==> config.mk <==
export PLATFORM = sky130hd
export DESIGN_NAME = pipe_stage_hs_flat
export DESIGN_NICKNAME = d
export VERILOG_FILES = /design/src/rtl/cpu_pipe_pkg.sv /design/src/rtl/pipe_stage_hs_if.sv /design/src/rtl/pipe_skid_buf.sv /design/src/rtl/pipe_stage_hs.sv /design/src/flat_wrapper.sv
export SDC_FILE = /design/constraint.sdc
export NUM_CORES = 1
export LEC_CHECK = 0
export ABC_AREA = 1
export BUFFER_PORTS_ARGS = -buffer_cell sky130_fd_sc_hd__buf_4
export CAP_MARGIN = 20
export CORE_UTILIZATION = 33
export DETAILED_ROUTE_END_ITERATION = 8
export PLACE_DENSITY_LB_ADDON = 0.05
export SLEW_MARGIN = 40
export SYNTH_ARGS = -nofsm -noshare
export SYNTH_HDL_FRONTEND = slang
export SYNTH_SLANG_ARGS = --single-unit
==> constraint.sdc <==
create_clock -name clk -period 1 [get_ports clk]
set_input_delay 0.1 -clock clk [delete_from_list [all_inputs] [get_ports clk]]
set_output_delay 0.1 -clock clk [all_outputs]
set_load 0.005 [all_outputs]
==> src/rtl/cpu_pipe_pkg.sv <==
// rtl/cpu_pipe_pkg.sv - shared constants and types for CPU pipeline stage registers
package cpu_pipe_pkg;

  localparam int XLEN = 32;
  localparam logic [XLEN-1:0] NOP_INSTR = 32'h0000_0013;

  typedef struct packed {
    logic            valid;
    logic [XLEN-1:0] data;
  } pipe_beat_t;

endpackage

==> src/rtl/pipe_stage_hs_if.sv <==
// rtl/pipe_stage_hs_if.sv - valid/ready/data handshake bundle for pipeline stages
interface pipe_stage_hs_if
  import cpu_pipe_pkg::*;
#(
  parameter int DATA_W = XLEN
);

  logic              valid;
  logic              ready;
  logic [DATA_W-1:0] data;

  modport master (output valid, output data, input ready);
  modport slave  (input valid, input data, output ready);

endinterface

==> src/rtl/pipe_skid_buf.sv <==
// rtl/pipe_skid_buf.sv - one-entry skid register whose emptiness is the registered upstream ready
module pipe_skid_buf #(
  parameter int DATA_W = 32
) (
  input  logic              clk,
  input  logic              rst,
  input  logic              i_flush,
  input  logic              i_load,
  input  logic [DATA_W-1:0] i_data,
  input  logic              i_unload,
  output logic              o_valid,
  output logic [DATA_W-1:0] o_data,
  output logic              o_ready
);

  logic              r_valid;
  logic [DATA_W-1:0] r_data;

  // Load (downstream stalled) and unload (downstream accepting) are mutually exclusive.
  always_ff @(posedge clk) begin
    if (!rst || i_flush) begin
      r_valid <= 1'b0;
      r_data  <= '0;
    end else if (i_load) begin
      r_valid <= 1'b1;
      r_data  <= i_data;
    end else if (i_unload) begin
      r_valid <= 1'b0;
    end
  end

  assign o_valid = r_valid;
  assign o_data  = r_data;
  assign o_ready = !r_valid;

endmodule

==> src/rtl/pipe_stage_hs.sv <==
// rtl/pipe_stage_hs.sv - handshaked pipeline stage register with flush; skid buffer under PIPE_STAGE_SKID_EN
module pipe_stage_hs
  import cpu_pipe_pkg::*;
#(
  parameter int                DATA_W       = XLEN,
  parameter logic [DATA_W-1:0] DEFAULT_DATA = DATA_W'(NOP_INSTR)
) (
  input  logic                   clk,
  input  logic                   rst,
  input  logic                   flush_i,
  pipe_stage_hs_if.slave         up,
  pipe_stage_hs_if.master        dn
);

  logic              r_valid;
  logic [DATA_W-1:0] r_data;
  logic              w_ready;
  logic              w_in_xfer;
  logic              w_out_xfer;

  assign w_in_xfer  = up.valid && w_ready;
  assign w_out_xfer = r_valid && dn.ready;

`ifdef PIPE_STAGE_SKID_EN
  logic              w_skid_valid;
  logic [DATA_W-1:0] w_skid_data;
  logic              w_skid_load;

  assign w_skid_load = w_in_xfer && r_valid && !dn.ready;

  pipe_skid_buf #(
    .DATA_W (DATA_W)
  ) u_skid (
    .clk      (clk),
    .rst      (rst),
    .i_flush  (flush_i),
    .i_load   (w_skid_load),
    .i_data   (up.data),
    .i_unload (w_out_xfer),
    .o_valid  (w_skid_valid),
    .o_data   (w_skid_data),
    .o_ready  (w_ready)
  );

  // The skid entry is older than any new input, so it refills main first.
  always_ff @(posedge clk) begin
    if (!rst || flush_i) begin
      r_valid <= 1'b0;
      r_data  <= DEFAULT_DATA;
    end else if (w_skid_valid && w_out_xfer) begin
      r_valid <= 1'b1;
      r_data  <= w_skid_data;
    end else if (w_in_xfer && !w_skid_load) begin
      r_valid <= 1'b1;
      r_data  <= up.data;
    end else if (w_out_xfer) begin
      r_valid <= 1'b0;
      r_data  <= DEFAULT_DATA;
    end
  end
`else
  assign w_ready = dn.ready || !r_valid;

  always_ff @(posedge clk) begin
    if (!rst || flush_i) begin
      r_valid <= 1'b0;
      r_data  <= DEFAULT_DATA;
    end else if (w_in_xfer) begin
      r_valid <= 1'b1;
      r_data  <= up.data;
    end else if (w_out_xfer) begin
      r_valid <= 1'b0;
      r_data  <= DEFAULT_DATA;
    end
  end
`endif

  assign up.ready = w_ready;
  assign dn.valid = r_valid;
  assign dn.data  = r_data;

endmodule

==> src/flat_wrapper.sv <==
// flat-port wrapper written by rule: the top's interface ports become plain ports
module pipe_stage_hs_flat import cpu_pipe_pkg::*;
#(
  parameter int                DATA_W       = XLEN,
  parameter logic [DATA_W-1:0] DEFAULT_DATA = DATA_W'(NOP_INSTR)
)
  (clk, rst, flush_i, up_valid, up_data, up_ready, dn_valid, dn_data, dn_ready);
  pipe_stage_hs_if #(.DATA_W(DATA_W)) up_i ();
  pipe_stage_hs_if #(.DATA_W(DATA_W)) dn_i ();
  input  logic clk;
  input  logic rst;
  input  logic flush_i;
  input wire logic [$bits(up_i.valid)-1:0] up_valid;
  input wire logic [$bits(up_i.data)-1:0] up_data;
  output wire logic [$bits(up_i.ready)-1:0] up_ready;
  output wire logic [$bits(dn_i.valid)-1:0] dn_valid;
  output wire logic [$bits(dn_i.data)-1:0] dn_data;
  input wire logic [$bits(dn_i.ready)-1:0] dn_ready;
  assign up_i.valid = up_valid;
  assign up_i.data = up_data;
  assign up_ready = up_i.ready;
  assign dn_valid = dn_i.valid;
  assign dn_data = dn_i.data;
  assign dn_i.ready = dn_ready;
  pipe_stage_hs #(.DATA_W(DATA_W), .DEFAULT_DATA(DEFAULT_DATA)) u_core (.clk(clk), .rst(rst), .flush_i(flush_i), .up(up_i), .dn(dn_i));
endmodule
Word level (Yosys, flattened, before mapping)
Index checks and enable logic that the tools add are counted.
{"block": "word_totals", "word_cells": 13, "ff_bits": 33, "input_bits": 37, "out_inout_bits": 34}
{"block": "classes", "muxes": 4, "reduce_logical": 7}
{"cell": "32-bit two-way mux", "n": 2}
{"cell": "1-bit logical AND", "n": 2}
{"cell": "1-bit logical NOT", "n": 2}
{"cell": "1-bit logical OR", "n": 2}
{"cell": "1-bit two-way mux", "n": 2}
{"cell": "2-bit nonzero test", "n": 1}

Longest topological paths before layout
Gate-level depths: netlist (run 1).
{"block": "depth", "ltp_word": 4, "depth_mapped": 6, "ltp_nobuf": 5}

Worst setup path before layout (run 1)
Ideal clock, no wire load.
{"block": "synth_path", "path_kind": "reg-to-reg", "startpoint": "register u_core.r_valid (netlist: u_core.dn.valid)", "endpoint": "register u_core.r_data[4] (netlist: u_core.dn.data[4])", "path_buffers": 1, "t_arrival_ns": 0.855, "setup_ns": 0.120, "stages_incl_launch_ff": 7, "required_time_ns": 0.880, "setup_slack_ns": 0.025, "synth_period_minus_slack_ns": 0.975, "path_cell_list": "dfxtp_1 inv_1 nand2_2 buf_2 nand3b_1 nand2_1 nand2_1"}
{"block": "synth_via", "elab_chain_len": 4, "elab_cells_between_ends": 6, "classes_between": "mux (1); reduce/logical (5)"}
{"item": "start: declaration", "line": "pipe_stage_hs.sv:15", "text": "logic r_valid;"}
{"item": "start signal: assignment", "line": "pipe_stage_hs.sv:66", "text": "r_valid <= 1'b0;"}
{"item": "start signal: assignment", "line": "pipe_stage_hs.sv:69", "text": "r_valid <= 1'b1;"}
{"item": "start signal: assignment", "line": "pipe_stage_hs.sv:72", "text": "r_valid <= 1'b0;"}
{"item": "1-bit logical NOT", "line": "pipe_stage_hs.sv:62", "text": "assign w_ready = dn.ready || !r_valid;"}
{"item": "1-bit logical OR", "line": "pipe_stage_hs.sv:62"}
{"item": "1-bit logical AND", "line": "pipe_stage_hs.sv:21", "text": "assign w_in_xfer = up.valid && w_ready;"}
{"item": "32-bit two-way mux or 2-bit nonzero test (tied branches)"}
{"item": "end signal: assignment", "line": "pipe_stage_hs.sv:70", "text": "r_data <= up.data;"}
{"item": "end: declaration", "line": "pipe_stage_hs.sv:16", "text": "logic [DATA_W-1:0] r_data;"}
Several ways; a longest one is shown, not always the timed one.
A chain may end at the register's enable or synchronous reset.

Worst setup path after layout (run 1)
{"block": "layout_path", "startpoint": "register u_core.r_valid (netlist: u_core.dn.valid)", "endpoint": "output port up_ready"}
{"block": "layout_via", "elab_chain_len": 2}
{"item": "1-bit logical NOT", "line": "pipe_stage_hs.sv:62"}
{"item": "1-bit logical OR", "line": "pipe_stage_hs.sv:62"}
{"item": "end: declaration", "line": "flat_wrapper.sv:15", "text": "output wire logic [$bits(up_i.ready)-1:0] up_ready;"}
No other way between the ends.

==> results of run 1 <==
-- final cells by class --
cell class | instances | area [um^2] | share of cell area
sequential | 33 | 664.4 | 0.3034
clock inverter | 1 | 30.03 | 0.01371
multi-input combinational | 105 | 575.6 | 0.2629
inverter | 4 | 15.01 | 0.006857
tap | 48 | 60.06 | 0.02743
clock buffer | 7 | 86.33 | 0.03943
timing repair buffer | 85 | 758.2 | 0.3463
-- worst reg2reg max path: stages, from the launching register on --
cell and delay [ns]:
dfxtp_4 0.36, nand2_4 0.08, buf_12 0.11, buf_16 0.13
nand3_1 0.08, a21oi_1 0.16
-- kinds of logic (layout without fill, tap and decap cells) --
kind of cell | after synthesis | in the layout | share of synthesized area
buffers and inverters | 20 | 97 | 0.07848
AOI/OAI and AO/OA | 30 | 30 | 0.1163
DFF | 33 | 33 | 0.5116
and+or+nand+nor | 75 | 75 | 0.2936
-- state kept, by name (all words and copies together), names as in the netlist --
register	cells
u_core.dn.data	32
u_core.dn.valid	1
-- path summary, 6_finish.rpt --
check	from	end	slack [ns]	cells after the start
worst max-delay path	u_core.dn.valid	up_ready	-0.05	3
worst min-delay path	up_data[30]	u_core.dn.data[30]	0.09	3
worst max register to register	u_core.dn.valid	u_core.dn.data[2]	0	5
worst min register to register	u_core.dn.data[7]	u_core.dn.data[7]	0.48	2
-- repair_timing --
action / CTS / global route
hold buffers: 0 / 0
gates cloned: 1 / 2
pin swaps: 1 / 8
buffers inserted: 1 / 1
endpoints found under the setup margin: 1 / 34
resized for setup: 3 / 12
-- cell usage after synthesis --
master	n	area, um^2
nand3_1	58	290.3
dfxtp_1	33	660.6
a21oi_1	30	150.1
buf_2	12	60.06
nand2_1	8	30.03
nand3b_1	6	45.04
inv_1	4	15.01
buf_4	3	22.52
nor2_1	2	7.510
clkbuf_1	1	3.750
nand2_2	1	6.260
-- stage by stage --
| stage | std cells | instance area, um^2 | utilization | setup slack (ns) | setup TNS [ns] |
|---|---|---|---|---|---|
| 2_1_floorplan | 158 | 1291 | - | 0.02529 | 0 |
| 3_3_place_gp | 270 | 1916 | 0.5155 | 0.07301 | 0 |
| 3_5_place_dp | 270 | 1916 | 0.5155 | 0.02138 | 0 |
| 4_1_cts | 280 | 2092 | 0.5630 | -0.06090 | -0.06141 |
| 5_1_grt | 283 | 2190 | 0.5892 | -0.09196 | -1.126 |
| 6_report | 283 | 2190 | 0.5892 | -0.05046 | -0.05090 |
-- where the power goes --
| group | leakage, nW | switching, W | internal (W) |
|---|---|---|---|
| registers | 0.270 | 0.0000244 | 0.00136 |
| logic | 0.646 | 0.000196 | 0.000268 |
| clock network | 0.0585 | 0.000461 | 0.000812 |
-- routing by layer --
| metal | vias to the layer above | track usage | wire (um) |
|---|---|---|---|
| met4 | 0 | 0.06667 | 40 |
| met3 | 6 | 0.04754 | 203 |
| met1 | 644 | 0.2285 | 1607 |
| met2 | 42 | 0.3355 | 1933 |
| li1 | 702 | - | - |
| met5 | - | 0 | 0 |
==> results.py, run 1 <==
metrics = {
    "detailed_routing": {
        "drt-initial-drc-count": 81,
        "vias_per_cell": 4.926,
        "route.antenna.remaining_nets": 0,
        "drt_pass1_iterations": 4,
        "drt-total-wl_mm": 3.785,
        "post_drt_wl_per_cell_um": 13.37,
        "vias": 1394,
        "drcViolationCount": 0,
    },
    "floorplan": {
        "rows": 22,
        "die_w_um": 64.55,
        "initial_core_util": 0.3475,
        "die_y_um": 64.55,
        "dieArea_mm2": 0.004167,
        "core_area_mm2": 0.003716,
        "io_pins": 71,
    },
    "logic_synthesis": {
        "synth_cell_types": 11,
        "syn_area_mm2": 0.001291,
        "post_synth.cell_area_avg_um2": 8.172,
        "seq_area_frac_synth": 0.5116,
        "syn_nets": 195,
        "synth-seq-cells": 33,
        "syn_inst": 158,
        "ys_warn_count": 0,
    },
    "timing": {
        "hold_slack_ns": 0.09084,
        "tightest_slew_ns": 0.1967,
        "rsz0062_at_grt": "true",
        "postLayoutSetupSlackWorst_ns": -0.05046,
        "period_share": 1.050,
        "fin_worst_skew_ns": 0.003450,
        "fmaxAchievable_mhz": 952.0,
        "relSlewSlack": 0.8689,
        "fin_crit_ns": 1.050,
        "hold_violations": 0,
        "setup_violations": 2,
        "final_max_slew_viol_count": 0,
    },
    "finish": {
        "syn_to_final_growth_pct": 69.57,
        "layout_common_cells": "75 x buf_4, 55 x nand3_1, 32 x dfxtp_1, 25 x a21oi_1, 7 x nand2_1",
        "fillers": 386,
        "layout_commonest_cell": "buf_4",
        "nNetsFinal": 271,
        "antennaDiodeCount": 0,
        "drive_gt1_frac": 0.4383,
    },
    "power_and_ir_drop": {
        "p_leak_nw": 0.9735,
        "powerDensity_mw_per_mm2": 1424,
        "ir_drop_v": 0.0009805,
        "total_power_w": 0.003117,
    },
    "run": {
        "cap_violations": 0,
    },
    "placement": {
        "gp_congestion": 0.6653,
        "io_buffers": 70,
        "dpl.hpwl_mm": 2.329,
    },
    "clock_network": {
        "clk_latency_ns": 0.28,
        "clk_pin_slew_ns": 0.06,
        "root_buffer": "clkbuf_8",
        "cts_buffer_depth": 2,
        "clock-sinks": 33,
        "htreeDepth": 2,
        "cts_buffers": 5,
        "cts_tree": "done",
    },
    "min_path": {
        "worstHoldPathType": "input pin to flip-flop",
    },
    "global_route": {
        "grtUsageTotal": 0.1926,
        "grt_pass1_vias": 1334,
        "grt_pass1_wl_mm": 6.147,
        "gr-total-overflow": 0,
        "antenna_found_initial": 0,
        "grt_start_max_net_pins": 33,
    },
    "outcome": {
        "failed_checks": "negative setup slack",
        "outcome": "complete, but fails checks",
    },
    "worst_setup_path": {
        "cp_max_fo": 4,
        "crit_type": "flip-flop to output port",
        "critPathBufInv": 2,
        "crit_path_start_kind": "flip-flop",
        "slowest_delay_ns": 0.37,
        "slowest_stage": "dfxtp_4",
        "timing.critical_path.required_ns": 0.90,
        "end_kind": "output port",
        "crit_arrival_ns": 0.95,
        "cp_top_family": "flip-flops",
        "path_cells": "nand2_4, buf_12, buf_6",
    },
}
No activity file was read; power rests on OpenSTA's default activity.
==> inputs of run 2 (changes only) <==
Clock period 1 ns to 1.1 ns, I/O delays scaled along.
==> results.py, run 2 (same netlist as run 1, synthesis figures left out) <==
metrics = {
    "outcome": {
        "outcome": "completed",
    },
    "floorplan": {
        "io_pins": 71,
        "initial_core_util": 0.3475,
        "die_y_um": 64.55,
        "core_area_mm2": 0.003716,
        "die_w_um": 64.55,
        "dieArea_mm2": 0.004167,
        "rows": 22,
    },
    "worst_setup_path": {
        "crit_type": "flip-flop to output port",
        "critPathBufInv": 2,
        "path_depth": 3,
        "slowest_delay_ns": 0.34,
        "timing.critical_path.required_ns": 0.99,
        "crit_arrival_ns": 0.96,
        "cp_max_fo": 7,
        "reg2reg_depth": 6,
        "cp_top_family": "flip-flops",
        "crit_path_start_kind": "flip-flop",
        "slowest_stage": "dfxtp_2",
        "end_kind": "output port",
        "rrSetupSlack_ns": 0.06,
        "path_cells": "nand2_2, buf_12, buf_4",
    },
    "timing": {
        "fin_crit_ns": 1.066,
        "tightest_slew_ns": 0.1969,
        "hold_slack_ns": 0.09812,
        "relSlewSlack": 0.8683,
        "fmaxAchievable_mhz": 938.4,
        "setup_violations": 0,
        "final_max_slew_viol_count": 0,
        "period_share": 0.9688,
        "hold_violations": 0,
        "fin_worst_skew_ns": 0.005102,
        "rsz0062_at_grt": "true",
    },
    "power_and_ir_drop": {
        "p_sw_w": 0.0005967,
        "powerDensity_mw_per_mm2": 1199,
        "internal_power_w": 0.001972,
        "p_leak_nw": 0.9615,
        "total_power_w": 0.002569,
        "switching_share": 0.2323,
        "ir_drop_v": 0.0006951,
        "pwr-share-seq": 0.489,
        "clock_power_share": 0.349,
        "pwr-share-comb": 0.162,
    },
    "clock_network": {
        "clk_pin_slew_ns": 0.07,
        "root_buffer": "clkbuf_8",
        "clock-sinks": 33,
        "cts_buffers": 5,
        "cts_buffer_depth": 2,
        "cts_tree": "done",
        "clk_latency_ns": 0.28,
        "htreeDepth": 2,
    },
    "min_path": {
        "min_delay_path_depth": 3,
        "worstHoldPathType": "input pin to flip-flop",
    },
    "detailed_routing": {
        "drt-initial-drc-count": 106,
        "vias_per_cell": 5.102,
        "vias": 1449,
        "route.antenna.remaining_nets": 0,
        "post_drt_wl_per_cell_um": 13.83,
        "drcViolationCount": 0,
        "drt_pass1_iterations": 4,
        "drt-total-wl_mm": 3.928,
    },
    "global_route": {
        "grtUsageTotal": 0.1900,
        "grt_start_max_net_pins": 33,
        "gr-total-overflow": 0,
        "grt_pass1_wl_mm": 6.134,
        "grt_pass1_vias": 1326,
        "antenna_found_initial": 0,
    },
    "finish": {
        "layout_common_cells": "79 x buf_4, 57 x nand3_1, 32 x dfxtp_1, 28 x a21oi_1",
        "drive_gt1_frac": 0.4237,
        "syn_to_final_growth_pct": 65.89,
        "largest_register_ffs": 32,
        "nNetsFinal": 273,
        "fin_util": 0.5764,
        "layout_commonest_cell": "buf_4",
        "antennaDiodeCount": 0,
    },
    "placement": {
        "dpl.hpwl_mm": 2.404,
        "gp_congestion": 0.6641,
        "io_buffers": 70,
    },
    "run": {
        "cap_violations": 0,
    },
}
-- run 2: worst register-to-register path: stages (launching register included) --
cell and delay [ns]:
dfxtp_2 0.34, buf_6 0.11, inv_1 0.06, nand2_4 0.11
buf_12 0.15, nand3_1 0.09, a21oi_1 0.12
-- run 2: layout make-up --
cell class / instances / area [um^2]
Multi-Input combinational cell: 105 / 551.8
Sequential cell: 33 / 661.9
Tap cell: 48 / 60.06
Clock buffer: 7 / 86.33
Inverter: 4 / 15.01
Fill cell: 344 / 1574
Timing Repair Buffer: 87 / 767.0
-- run 2: power groups by stage --
| stage | combinational, W | clock [W] | sequential, W |
|---|---|---|---|
| 4_1_cts | 0.000386 | 0.000926 | 0.00126 |
| 3_5_place_dp | 0.000371 | 0 | 0.00128 |
| 2_1_floorplan | 0.000149 | 0 | 0.00128 |
| 5_1_grt | 0.000452 | 0.000979 | 0.00126 |
| 3_3_place_gp | 0.000363 | 0 | 0.00128 |
| 6_report | 0.000415 | 0.000897 | 0.00126 |
-- run 2: repair_timing --
action	CTS	global route
setup endpoints to repair	1	14
buffers inserted	1	4
gates cloned	1	2
pin swaps	0	2
hold buffers	0	0
gates resized for setup	2	6
endpoints found under the hold margin	0	0
-- run 2: path summary, 6_finish.rpt --
kind / to / startpoint
setup reg to reg: u_core.dn.data[5] / u_core.dn.valid
hold / removal: u_core.dn.data[28] / up_data[28]
hold reg to reg: u_core.dn.data[12] / u_core.dn.data[12]
setup / recovery: up_ready / u_core.dn.valid
-- run 2: layer usage --
layer,track usage,part of all wire,vias up
li1,-,-,707
met4,0.06667,0.012,0
met3,0.05458,0.070,6
met5,0,0,-
met2,0.3197,0.50,54
met1,0.2294,0.41,682
-- run 2: through the flow --
step / instance area [um^2] / setup WS [ns] / std cells / TNS [ns]
6_report: 2142 / 0.03436 / 284 / 0
4_1_cts: 2038 / 0.002120 / 278 / 0
3_3_place_gp: 1908 / 0.1385 / 269 / 0
2_1_floorplan: 1291 / 0.1253 / 158 / 0
5_1_grt: 2142 / -0.005463 / 284 / -0.01336
3_5_place_dp: 1908 / 0.1052 / 269 / 0
